`src/rtl/fetch_sequencer.sv`:
```
// fetch_sequencer: instruction-fetch front end; owns the PC, reads imem over req/ack, hands words to decode over valid/ready, takes redirects, flags end of program.
//  Ports: clock/reset_n (async active-low); imem_req/imem_addr/imem_ack/imem_rdata (memory read);
//  ins_valid/ins_data/ins_pc/ins_ready (decode); redirect/redirect_pc (execute);
//  prog_words (program size in words); eof (end of program, sticky).
//  Macro FETCH_BOUND_CHECK_EN enables the program-bound check and eof.
module fetch_sequencer #(
  parameter int ADDR_W = 32,
  parameter int DATA_W = 32,
  parameter logic [ADDR_W-1:0] RESET_PC = '0
) (
  input  logic              clock,
  input  logic              reset_n,
  output logic              imem_req,
  output logic [ADDR_W-1:0] imem_addr,
  input  logic              imem_ack,
  input  logic [DATA_W-1:0] imem_rdata,
  output logic              ins_valid,
  output logic [DATA_W-1:0] ins_data,
  output logic [ADDR_W-1:0] ins_pc,
  input  logic              ins_ready,
  input  logic              redirect,
  input  logic [ADDR_W-1:0] redirect_pc,
  input  logic [ADDR_W-1:0] prog_words,
  output logic              eof
);
  typedef enum logic [1:0] {IDLE, REQ, HOLD, DONE} state_t;
  state_t state, state_n;
  logic [ADDR_W-1:0] pc, pc_n, addr, addr_n, ipc_n, rpc;
  logic [DATA_W-1:0] data_n;
  logic drop, drop_n, enter, in_bound;
  assign rpc = redirect_pc & ~ADDR_W'(3);
  always_comb begin
    state_n = state;
    pc_n = pc;
    addr_n = addr;
    data_n = ins_data;
    ipc_n = ins_pc;
    drop_n = drop;
    enter = 1'b0;
    case (state)
      IDLE: begin
        enter = 1'b1;
        pc_n = redirect ? rpc : pc;
      end
      REQ: begin
        if (imem_ack && (redirect || drop)) begin
          // response belongs to a redirected-away path: discard and refetch
          enter = 1'b1;
          drop_n = 1'b0;
          pc_n = redirect ? rpc : pc;
        end else if (imem_ack) begin
          data_n = imem_rdata;
          ipc_n = addr;
          pc_n = pc + ADDR_W'(4);
          state_n = HOLD;
        end else if (redirect) begin
          // the outstanding read must complete before a new address can be issued
          drop_n = 1'b1;
          pc_n = rpc;
        end
      end
      HOLD: begin
        enter = redirect || ins_ready;
        pc_n = redirect ? rpc : pc;
      end
      default: begin
        enter = redirect;
        pc_n = redirect ? rpc : pc;
      end
    endcase
`ifdef FETCH_BOUND_CHECK_EN
    in_bound = {2'b00, pc_n} < {prog_words, 2'b00};
`else
    in_bound = 1'b1;
`endif
    if (enter) begin
      state_n = in_bound ? REQ : DONE;
      addr_n = pc_n;
    end
  end
  always_ff @(posedge clock or negedge reset_n) begin
    if (!reset_n) begin
      state <= IDLE;
      pc <= RESET_PC;
      addr <= RESET_PC;
      ins_data <= '0;
      ins_pc <= RESET_PC;
      drop <= 1'b0;
    end else begin
      state <= state_n;
      pc <= pc_n;
      addr <= addr_n;
      ins_data <= data_n;
      ins_pc <= ipc_n;
      drop <= drop_n;
    end
  end
  assign imem_req = state == REQ;
  assign imem_addr = addr;
  assign ins_valid = state == HOLD;
`ifdef FETCH_BOUND_CHECK_EN
  assign eof = state == DONE;
`else
  logic unused_prog;
  assign unused_prog = ^prog_words;
  assign eof = 1'b0;
`endif
endmodule

```
`config.mk`:
```
export PLATFORM = sky130hd
export DESIGN_NAME = fetch_sequencer
export DESIGN_NICKNAME = d
export VERILOG_FILES = /design/src/rtl/fetch_sequencer.sv
export SDC_FILE = /design/constraint.sdc
export NUM_CORES = 1
export LEC_CHECK = 0
export BUFFER_PORTS_ARGS = -buffer_cell sky130_fd_sc_hd__buf_2
export CAP_MARGIN = 25
export CORE_UTILIZATION = 40
export CTS_BUF_LIST = sky130_fd_sc_hd__clkbuf_2
export CTS_CLUSTER_DIAMETER = 100
export CTS_CLUSTER_SIZE = 30
export DETAILED_ROUTE_END_ITERATION = 8
export GPL_ROUTABILITY_DRIVEN = 0
export PLACE_DENSITY = 0.69
export SYNTH_ARGS = -nofsm -noshare
export SYNTH_HDL_FRONTEND = slang
export SYNTH_SLANG_ARGS = --single-unit
export TNS_END_PERCENT = 5
```
`constraint.sdc`:
```
create_clock -name clock -period 1.95 [get_ports clock]
set_clock_uncertainty 0.2 [all_clocks]
set_input_delay 0.0975 -clock clock [delete_from_list [all_inputs] [get_ports clock]]
set_output_delay 0.0975 -clock clock [all_outputs]
set_load 0.02 [all_outputs]
```
Word level (Yosys, flattened, before mapping)
Index checks and enable logic that the tools add are counted.
- logic and storage cells: 35
- register bits: 131
- bits of input ports: 101
- output and inout bits: 99
- bitwise operators: 1
- equality and inequality tests: 4
- reduce and logical (&&, ||, !) cells: 10
- multiplexer cells: 13
- add/subtract/negate cells: 1
- operator list (kind ; number):
    $mux W32 ; 4
    $add A32 B3 Y32 const B ; 1
    $reduce_and A3 Y1 ; 3
    $mux W2 ; 4
    $reduce_bool A2 Y1 ; 3
    $mux W1 ; 4
    $pmux W1 S3 ; 1
    $eq A2 B1 Y1 const B ; 1
    $eq A2 B2 Y1 const B ; 1
    $logic_not A2 Y1 ; 1
    $logic_or A1 B1 Y1 ; 2
    $ne A2 B1 Y1 const B ; 1
    $ne A2 B2 Y1 const B ; 1
    $logic_and A1 B1 Y1 ; 1
    $not A1 Y1 ; 1

Logic depth before layout (Yosys ltp)
Gate-level depths: netlist of the first run.
- depth after elaboration: 6
- mapped depth: 7
- gate-level depth less buffers: 6

Least setup slack after synthesis of the first run
OpenSTA, ideal clock, no wires.
- path kind: reg2reg
- start point: reg pc[2]
- end point: reg pc[24]
- arrival: 1.648 ns
- setup time: 0.125 ns
- buffers on the path: 0
- period minus slack after synthesis: 1.972 ns
- slack: -0.022 ns
- required time: 1.625 ns
- stages on the path, launching flop included: 7
- path through: dfrtp_1 ha_1 and2_1 and3_1 and4b_1 xor2_1 mux2_2
- cells in the longest elaborated chain, start to end: 4
- RTL lines (what ; RTL line ; text):
    from (decl) ; 28 ; logic [ADDR_W-1:0] pc, pc_n, addr, addr_n, ipc_n, rpc;
    from (signal assigned) ; 91 ; pc <= pc_n;
    $add A32 B3 Y32 ; 54 ; pc_n = pc + ADDR_W'(4);
    $mux W32 ; 51 ; end else if (imem_ack) begin
    $mux W32 ; 46 ; if (imem_ack && (redirect || drop)) begin
    $mux W32 ; -- ;
    net pc_n[24] ; 28 ;
The timed path passes the listed nets, and every way through them passes these cells.
A chain may end at the register's enable or synchronous reset.

Worst setup path after layout of the first run
- start point: reg state[1]
- end point: reg addr[9], in the netlist imem_addr[9]
- cells in the longest elaborated chain, start to end: 2
- elaborated cells on any way between the ends: 5
- those cells by class: eq/ne (2); mux (2); reduce/logical (1)
- RTL lines (what ; RTL line ; text):
    from (decl) ; 27 ; state_t state, state_n;
    from (signal assigned) ; 90 ; state <= state_n;
    $eq A2 B1 Y1 ; 40 ; case (state)
    $mux W32 ; -- ;
    net pc_n[9] ; 28 ;
    to (signal assigned) ; 92 ; addr <= addr_n;
    to (decl) ; 28 ;
The timed path passes the listed nets, and every way through them passes these cells.

==> results of run 1 <==
power breakdown:
part	switching (uW)	internal (uW)	total, uW
combinational	3100	2140	5240
clock	995	449	1440
sequential	619	3700	4320
total	4720	6280	11000
worst min-delay path by stage:
stage                     to  slack, ns
6_report       imem_addr[19]       0.07
3_5_place_dp    ins_data[14]      -0.13
3_3_place_gp    ins_data[14]      -0.13
4_1_cts        imem_addr[13]      0.001
2_1_floorplan           drop      -0.40
5_1_grt        imem_addr[19]       0.02
layer usage:
layer	up-vias	GRT usage [%]	part of all wire, %
met5	-	0	0
met4	0	10.59	2.9
met3	43	4.833	3.6
met2	146	39.75	52
met1	2641	27.40	42
li1	2660	-	-
cells by family after synthesis:
| logic type | Yosys count | share of synthesized area (%) |
|---|---|---|
| and+or+nand+nor | 318 | 25.68 |
| DFF | 131 | 56.54 |
| AOI/OAI and AO/OA | 62 | 6.776 |
| buffers and inverters | 41 | 3.366 |
| muxes | 23 | 4.337 |
| xor gates and xnor gates | 20 | 3.021 |
| adders and majority gates | 1 | 0.2158 |
| other | 1 | 0.06468 |
critical path, cell delays in order, from the launching register on:
cell and delay (ns):
dfrtp_1 0.41, and4bb_4 0.43, nand4_4 0.18, xnor2_1 0.17, mux2_2 0.27, mux2_2 0.25
layout by cell type (no fill, tap or decap), types with 3 or more instances in the layout:
cell type and count:
a211oi_1 3, nor2_1 20, a21oi_1 9, nor2b_1 4, o21ai_0 16, clkbuf_2 20
nor3_1 4, nor3b_1 4, inv_1 7, and2_1 6, dfrtp_1 131, o21ai_1 7
clkinv_2 4, buf_6 11, nand4_4 3, dlygate4sd3_1 140, buf_2 161, buf_4 38
mux2_2 15, clkinvlp_4 4, nand3_1 7, nor4_2 3, xor2_1 9, clkinv_1 4
mux2i_1 5, nor4_4 5, buf_12 4, and3_1 3, nand4_1 6, nand2_1 232
xnor2_1 10, o31a_1 3, a311oi_1 4, o31ai_2 6
area by class of cell:
| cell class | count | area share, % |
|---|---|---|
| Antenna cell | 1 | 0.02782 |
| Clock buffer | 20 | 1.113 |
| Clock inverter | 12 | 1.015 |
| Inverter | 8 | 0.3338 |
| Multi-Input combinational cell | 425 | 27.72 |
| Sequential cell | 131 | 36.44 |
| Tap cell | 180 | 2.504 |
| Timing Repair Buffer | 357 | 30.84 |
cells in the mapped netlist (5+ instances only):
cell      instances
nand2_1         232
dfrtp_1         131
nor2_1           22
o21ai_0          20
clkbuf_1         17
mux2_2           17
buf_2            12
xnor2_1          11
a21oi_1          10
xor2_1            9
and2_1            8
o31ai_1           8
inv_1             7
nand3_1           7
mux2i_1           6
nand4_1           6
nor3_1            6
nor4_2            6
and3_1            5
nor2b_1           5
what timing repair did:
| item | 4_1_cts | 5_1_grt |
|---|---|---|
| hold buffers | 140 | 0 |
| gates resized for setup | 21 | 29 |
| gates cloned | 0 | 2 |
| setup buffers | 4 | 1 |
| endpoints found under the setup margin | 24 | 104 |
| hold endpoints to repair | 262 | 0 |
| pin swaps | 8 | 15 |
registers in the layout (all words and copies together), names as in the netlist:
| name | cells |
|---|---|
| drop | 1 |
| pc | 32 |
| ins_data | 32 |
| state | 2 |
| imem_addr | 32 |
| ins_pc | 32 |
through the flow:
step,setup WS [ns],total power [uW]
floorplan,-0.01607,7150
global placement,-0.05736,8786
detailed placement,-0.1246,8898
CTS,-0.05847,10710
global route,-0.1353,11730
finish,-0.05153,11000
==> qor.txt, run 1 <==
setup violators final -> 12
clk_lat worst skew -> 0.69 ns
Worst setup EP type -> register
area grow syn2layout -> 55.14%
io pins -> 200
Critical Path Start -> state[1]
FF/Latch Area -> 3278 um2
DR WL/cell -> 14.95 um
fin util -> 64.30%
CP Launch Type -> register
fraction of layout cells with a size suffix above 1 -> 31.90%
clock-pin slew on the worst setup and hold paths -> 0.18 ns
drt total wl -> 16950 um
Max Cap Viol -> 0
Max VDD drop -> 0.6758 mV
ys flop type -> dfrtp_1
critical-path maximum fanout -> 8
PD cells -> 1223 nW/um2
Hold Crit Class -> primary input to register
RSZ-0062 raised after global routing -> true
Synth area leaders -> dfrtp_1 (57%), nand2_1 (15%), mux2_2 (3.3%), o21ai_0 (1.7%), xnor2_1 (1.7%)
multi-input logic area -> 2494 um2
Cell variety after synth -> 52
clock root buffer -> clkbuf_2
final worst-path cycle share -> 102.6%
crit path capture -> imem_addr[9]
DR vias/cell -> 4.841
top-area cell type share of the netlist area -> 56.54%
Slew Limit Fails -> 0
P_leak -> 0.004537 uW
number of global-route vias before repair -> 5523
crit path kind -> register to register
Die H -> 122.4 um
R2R setup slack -> -0.05 ns
r2r endpoint -> imem_addr[9]
Final Hold Viols -> 0
Layout Nets -> 1042
overall routing resource usage -> 23.03%
f_max -> 499.6 MHz
Setup WS post-layout -> -0.05153 ns
sequential share of the synthesized area -> 56.54%
maximum root-to-sink buffer count -> 2
reg2reg start -> state[1]
mapped cell area -> 5798 um2
first drt pass iteration count -> 5
WHS -> 0.06667 ns
drt drc -> 0
CP Data Required Time -> 2.35 ns
first-pass GRT wire length -> 26390 um
via count -> 5490
clk sink count -> 131
initial antenna violation count -> 0
total global routing overflow -> 0
post-route ant nets -> 0
placed cells -> 954
CTS buffer count -> 17
ys async rst share -> 100.0%
DIE WIDTH -> 122.4 um
quantity of I/O buffers inserted on ports -> 164
hold path start -> redirect_pc[19]
status -> finished with violations
cell area after layout -> 8995 um2
WP data arrival -> 2.41 ns
hpwl dp -> 9926 um
Ys Warns -> 0
Synth Instances -> 597
failing checks -> setup timing
fill cell count -> 1173
htree depth -> 4
Worst Hold Depth -> 4
Die Area -> 14980 um2
Initial Utilization -> 41.45%
Row Count -> 43
worst r2r path cells -> 5
TritonCTS clock tree -> done
Final min period -> 2.002 ns
dpl cell area -> 7103 um2
Seq cells post-synth -> 131
number of synthesized flops with an enable pin -> 0
Synth Area per Inst -> 9.712 um2
DR iter-0 viols -> 237
Post-Layout Cell Count -> 1134
Core ar. -> 13990 um2
Final TNS setup -> -0.2709 ns
Syn Nets -> 699
pin count of the biggest net entering global routing -> 52
post-synth top area cell -> dfrtp_1
(Power assumes the default switching activity.)
==> inputs of run 2 (changes only) <==
--- a/config.mk
+++ b/config.mk
@@ -7,13 +7,16 @@
 export LEC_CHECK = 0
 export BUFFER_PORTS_ARGS = -buffer_cell sky130_fd_sc_hd__buf_2
 export CAP_MARGIN = 25
-export CORE_UTILIZATION = 40
+export CELL_PAD_IN_SITES_DETAIL_PLACEMENT = 1
+export CELL_PAD_IN_SITES_GLOBAL_PLACEMENT = 1
+export CORE_UTILIZATION = 35
 export CTS_BUF_LIST = sky130_fd_sc_hd__clkbuf_2
 export CTS_CLUSTER_DIAMETER = 100
 export CTS_CLUSTER_SIZE = 30
 export DETAILED_ROUTE_END_ITERATION = 8
 export GPL_ROUTABILITY_DRIVEN = 0
-export PLACE_DENSITY = 0.69
+export PLACE_DENSITY = 0.79
+export SETUP_SLACK_MARGIN = 0.2
 export SYNTH_ARGS = -nofsm -noshare
 export SYNTH_HDL_FRONTEND = slang
 export SYNTH_SLANG_ARGS = --single-unit
==> run 2 against run 1 <==
The run still ends with setup timing left. Die area up 14%. Highest routed layer unchanged. Largest power group unchanged. Cell count up 3.8%. Count of clock-buffer cells in the layout down 2. Wire length up 39%. Critical path type unchanged. Combinational power increased by 7.1%. Flip-flop and latch count unchanged. Via count grew 9.0%. Non-clock buffer count rose by 6.
==> qor.txt, run 2 (synthesis results as in run 1) <==
status -> finished with violations (unchanged)
Slew Limit Fails -> 0 (unchanged)
f_max -> 463.0 MHz (was 499.6 MHz)
commonest non-fill, non-tap cell in the layout -> nand2_1 (unchanged)
Setup WS post-layout -> -0.2098 ns (was -0.05153 ns)
CTS buffer count -> 17 (unchanged)
Initial Utilization -> 36.24% (was 41.45%)
Max VDD drop -> 0.6962 mV (was 0.6758 mV)
failing checks -> setup timing (unchanged)
R2R setup slack -> -0.21 ns (was -0.05 ns)
io pins -> 200 (unchanged)
overall routing resource usage -> 26.31% (was 23.03%)
drt total wl -> 23580 um (was 16950 um)
multi-input logic area -> 2646 um2 (was 2494 um2)
maximum root-to-sink buffer count -> 2 (unchanged)
Hold Crit Class -> primary input to register (unchanged)
Worst Tran Pin Value -> 0.5057 ns
htree depth -> 4 (unchanged)
pin count of the biggest net entering global routing -> 57 (was 52)
clock-pin slew on the worst setup and hold paths -> 0.24 ns (was 0.18 ns)
dpl ws -> -0.1286 ns (was -0.1246 ns)
DR vias/cell -> 5.082 (was 4.841)
area grow syn2layout -> 60.66% (was 55.14%)
DR iter-0 viols -> 349 (was 237)
Tot Pwr -> 12030 uW (was 11000 uW)
Worst Hold Depth -> 4 (unchanged)
Max Cap Viol -> 0 (unchanged)
WP data arrival -> 2.65 ns (was 2.41 ns)
quantity of I/O buffers inserted on ports -> 164 (unchanged)
CP Data Required Time -> 2.44 ns (was 2.35 ns)
fraction of layout cells with a size suffix above 1 -> 34.41% (was 31.90%)
critical-path maximum fanout -> 8 (unchanged)
PD cells -> 1292 nW/um2 (was 1223 nW/um2)
Layout Nets -> 1049 (was 1042)
final worst-path cycle share -> 110.8% (was 102.6%)
first drt pass iteration count -> 5 (unchanged)
P_leak -> 0.004680 uW (was 0.004537 uW)
most frequent cells in the layout -> nand2_1 (221), buf_2 (158), dlygate4sd3_1 (134) (was nand2_1 (232), buf_2 (161), dlygate4sd3_1 (140))
Worst setup EP type -> register (unchanged)
Row Count -> 46 (was 43)
worst r2r path cells -> 6 (was 5)
hpwl dp -> 12480 um (was 9926 um)
clk sink count -> 131 (unchanged)
Final Hold Viols -> 0 (unchanged)
TritonCTS clock tree -> done (unchanged)
DIE WIDTH -> 130.7 um (was 122.4 um)
initial antenna violation count -> 2 (was 0)
FF/Latch Area -> 3279 um2 (was 3278 um2)
fin util -> 58.22% (was 64.30%)
clock root buffer -> clkbuf_2 (unchanged)
number of global-route vias before repair -> 6427 (was 5523)
Core ar. -> 16000 um2 (was 13990 um2)
worst relative slew slack -> 66.29%
Die Area -> 17090 um2 (was 14980 um2)
fill cell count -> 1840 (was 1173)
crit path kind -> register to register (unchanged)
first-pass GRT wire length -> 33600 um (was 26390 um)
setup violators final -> 55 (was 12)
total global routing overflow -> 0 (unchanged)
drt drc -> 0 (unchanged)
Final min period -> 2.160 ns (was 2.002 ns)
clk_lat worst skew -> 0.75 ns (was 0.69 ns)
WHS -> 0.07323 ns (was 0.06667 ns)
DR WL/cell -> 20.04 um (was 14.95 um)
post-route ant nets -> 0 (unchanged)
RSZ-0062 raised after global routing -> true (unchanged)
Die H -> 130.7 um (was 122.4 um)
via count -> 5982 (was 5490)
CP Launch Type -> register (unchanged)
-- run 2: final cells by class --
| class | count | area share, % |
|---|---|---|
| Tap cell | 216 | 2.901 |
| Multi-Input combinational cell | 426 | 28.41 |
| Timing Repair Buffer | 363 | 30.06 |
| Clock buffer | 18 | 0.9671 |
| Antenna cell | 2 | 0.05373 |
| Sequential cell | 131 | 35.20 |
| Inverter | 8 | 0.3627 |
| Clock inverter | 13 | 2.042 |
-- run 2: repair_timing --
action,4_1_cts,5_1_grt
endpoints found under the hold margin,230,2
gates cloned,1,0
resized for setup,47,48
pin swaps,28,17
endpoints found under the setup margin,113,132
buffers inserted,6,10
hold buffers,134,1
-- run 2: power breakdown --
| part | switching, uW | internal, uW |
|---|---|---|
| registers | 739 | 3700 |
| clock network | 1040 | 947 |
| logic | 3440 | 2160 |
-- run 2: stage by stage --
step / cells / setup TNS [ns] / instance area, um2
2_1_floorplan: 597 / 0 / 5806
3_3_place_gp: 992 / -0.1370 / 7167
3_5_place_dp: 992 / -0.7459 / 7167
4_1_cts: 1164 / -0.5024 / 9024
5_1_grt: 1177 / -6.130 / 9315
6_report: 1177 / -2.502 / 9315
-- run 2: worst paths after layout --
check,startpoint,to
worst min register to register,ins_pc[29],ins_pc[29]
max in group asynchronous,reset_n,imem_addr[20]
worst max-delay path,pc[17],pc[21]
min in group asynchronous,reset_n,imem_addr[12]
worst max register to register,pc[17],pc[21]
worst min-delay path,redirect_pc[22],imem_addr[22]
-- run 2: metal layers --
layer	global-route usage [%]	routed length (um)	share of wire, %	vias to the layer above
li1	-	-	-	2675
met1	28.97	8900	38	2988
met2	47.53	12720	54	237
met3	4.967	852	3.6	82
met4	14.87	1109	4.7	0
met5	0	0	0	-
-- run 2: critical path, stage by stage, from the launching register on --
cell and delay, ns:
dfrtp_1 0.43, and3_1 0.28, nand4_4 0.26, buf_4 0.26
nor3_4 0.18, xor2_1 0.28, mux2_4 0.20
==> inputs of run 3 (changes only) <==
--- a/config.mk
+++ b/config.mk
@@ -9,6 +9,7 @@
 export CAP_MARGIN = 25
 export CELL_PAD_IN_SITES_DETAIL_PLACEMENT = 1
 export CELL_PAD_IN_SITES_GLOBAL_PLACEMENT = 1
+export CORE_ASPECT_RATIO = 1.2
 export CORE_UTILIZATION = 35
 export CTS_BUF_LIST = sky130_fd_sc_hd__clkbuf_2
 export CTS_CLUSTER_DIAMETER = 100
==> run 3 against run 2 <==
Non-clock buffer count down 7. Critical endpoint is now pc[23]. Cell count down 1.0%. The run still ends with setup timing left. Sequential share of layout area up 0.52 points. Sequential power down 0.9%. Largest power group unchanged. Flip-flop and latch count unchanged. Die area about the same. Clock power up 9%. Highest routed layer unchanged. Total power about the same.
==> qor.txt, run 3 (synthesis results as in run 1) <==
Die Area -> 17090 um2 (about the same)
hpwl dp -> 11630 um (was 12480 um)
worst relative slew slack -> 66.58% (was 66.29%)
drt drc -> 0 (unchanged)
pin count of the biggest net entering global routing -> 51 (was 57)
routing usage on met2 -> 44.27% (was 47.53%)
final worst-path cycle share -> 106.5% (was 110.8%)
initial antenna violation count -> 1 (was 2)
post-route ant nets -> 0 (unchanged)
clk_lat worst skew -> 0.71 ns (was 0.75 ns)
number of global-route vias before repair -> 6261 (was 6427)
via count -> 5784 (was 5982)
CP Launch Type -> register (unchanged)
P_leak -> 0.004615 uW (was 0.004680 uW)
DR iter-0 viols -> 270 (was 349)
clock root buffer -> clkbuf_2 (unchanged)
Setup WS post-layout -> -0.1271 ns (was -0.2098 ns)
Initial Utilization -> 35.77% (was 36.24%)
setup violators final -> 35 (was 55)
drt total wl -> 20790 um (was 23580 um)
first drt pass iteration count -> 4 (was 5)
cell area after layout -> 9180 um2 (was 9315 um2)
Most Crowded Layer GR -> met2 (unchanged)
Die H -> 143.0 um (was 130.7 um)
critical-path maximum fanout -> 6 (was 8)
clk sink count -> 131 (unchanged)
TritonCTS clock tree -> done (unchanged)
status -> finished with violations (unchanged)
DR vias/cell -> 4.965 (was 5.082)
Layout Nets -> 1041 (was 1049)
most frequent cells in the layout -> nand2_1 (232), buf_2 (154), dlygate4sd3_1 (137) (was nand2_1 (221), buf_2 (158), dlygate4sd3_1 (134))
htree depth -> 4 (unchanged)
fill cell count -> 1893 (was 1840)
Max Cap Viol -> 0 (unchanged)
met3 Usage GRT -> 4.113% (was 4.967%)
io pins -> 200 (unchanged)
commonest non-fill, non-tap cell in the layout -> nand2_1 (unchanged)
DIE WIDTH -> 119.5 um (was 130.7 um)
total global routing overflow -> 0 (unchanged)
CTS buffer count -> 17 (unchanged)
area grow syn2layout -> 58.33% (was 60.66%)
quantity of I/O buffers inserted on ports -> 164 (unchanged)
Slew Limit Fails -> 0 (unchanged)
Core ar. -> 16210 um2 (was 16000 um2)
f_max -> 481.4 MHz (was 463.0 MHz)
fraction of layout cells with a size suffix above 1 -> 32.14% (was 34.41%)
first-pass GRT wire length -> 32300 um (was 33600 um)
dpl ws -> -0.09838 ns (was -0.1286 ns)
failing checks -> setup timing (unchanged)
Tot Pwr -> 12020 uW (was 12030 uW)
met1 usage in global routing -> 27.81% (was 28.97%)
Max VDD drop -> 0.7512 mV (was 0.6962 mV)
CP Data Required Time -> 2.35 ns (was 2.44 ns)
Row Count -> 51 (was 46)
clock-pin slew on the worst setup and hold paths -> 0.22 ns (was 0.24 ns)
maximum root-to-sink buffer count -> 2 (unchanged)
dpl cell area -> 7192 um2 (was 7167 um2)
crit path kind -> register to register (unchanged)
Final Hold Viols -> 0 (unchanged)
Final min period -> 2.077 ns (was 2.160 ns)
Hold Crit Class -> primary input to register (unchanged)
RSZ-0062 raised after global routing -> true (unchanged)
Final TNS setup -> -2.150 ns (was -2.502 ns)
Worst setup EP type -> register (unchanged)
WP data arrival -> 2.48 ns (was 2.65 ns)
WHS -> 0.09774 ns (was 0.07323 ns)
PD cells -> 1310 nW/um2 (was 1292 nW/um2)
DR WL/cell -> 17.85 um (was 20.04 um)
overall routing resource usage -> 24.55% (was 26.31%)
Worst Tran Pin Value -> 0.5013 ns (was 0.5057 ns)
run 3: per-layer routing:
layer / share of wire (%) / vias to the layer above / routed length, um
met5: 0 / - / 0
met4: 3.1 / 0 / 637
met3: 3.5 / 43 / 736
met2: 55 / 164 / 11380
met1: 39 / 2919 / 8037
li1: - / 2658 / -
run 3: worst max-delay path, cell delays in order, from the launching register on:
cell	delay, ns
dfrtp_1	0.43
and4bb_4	0.40
buf_4	0.14
nand2_4	0.10
nor4_4	0.40
nand3_1	0.15
mux2i_1	0.14
run 3: power by group:
part | switching, uW | internal (uW)
Combinational | 3270 | 2180
Clock | 1080 | 1090
Sequential | 700 | 3700
run 3: worst paths after layout:
kind | start | to | slack [ns] | cells past startpoint
hold / removal | redirect_pc[19] | pc[19] | 0.1 | 4
min in group asynchronous | reset_n | pc[0] | 0.22 | 3
setup reg to reg | drop | pc[23] | -0.13 | 6
max in group asynchronous | reset_n | imem_addr[12] | 0.69 | 4
hold reg to reg | ins_pc[21] | ins_pc[21] | 0.29 | 2
setup / recovery | drop | pc[23] | -0.13 | 6
run 3: timing repair:
action	in CTS	in global routing
hold buffers	136	2
pin swaps	18	12
hold endpoints to repair	248	50
buffers inserted	3	4
gates resized for setup	24	39
endpoints found under the setup margin	115	137
run 3: area by class of cell:
class | instances | area, um2 | share of cell area [%]
sequential | 131 | 3279 | 35.72
timing repair buffer | 356 | 2785 | 30.34
multi-input combinational | 425 | 2495 | 27.18
tap | 212 | 265.3 | 2.889
clock inverter | 15 | 237.7 | 2.590
clock buffer | 17 | 85.08 | 0.9268
inverter | 8 | 30.03 | 0.3271
antenna | 1 | 2.502 | 0.02726
run 3: metrics by stage:
stage	util, %	std cells
final	56.64	1165
after global routing	56.64	1165
after CTS	55.56	1158
after detailed placement	44.37	987
after global placement	44.37	987
after floorplan	-	597
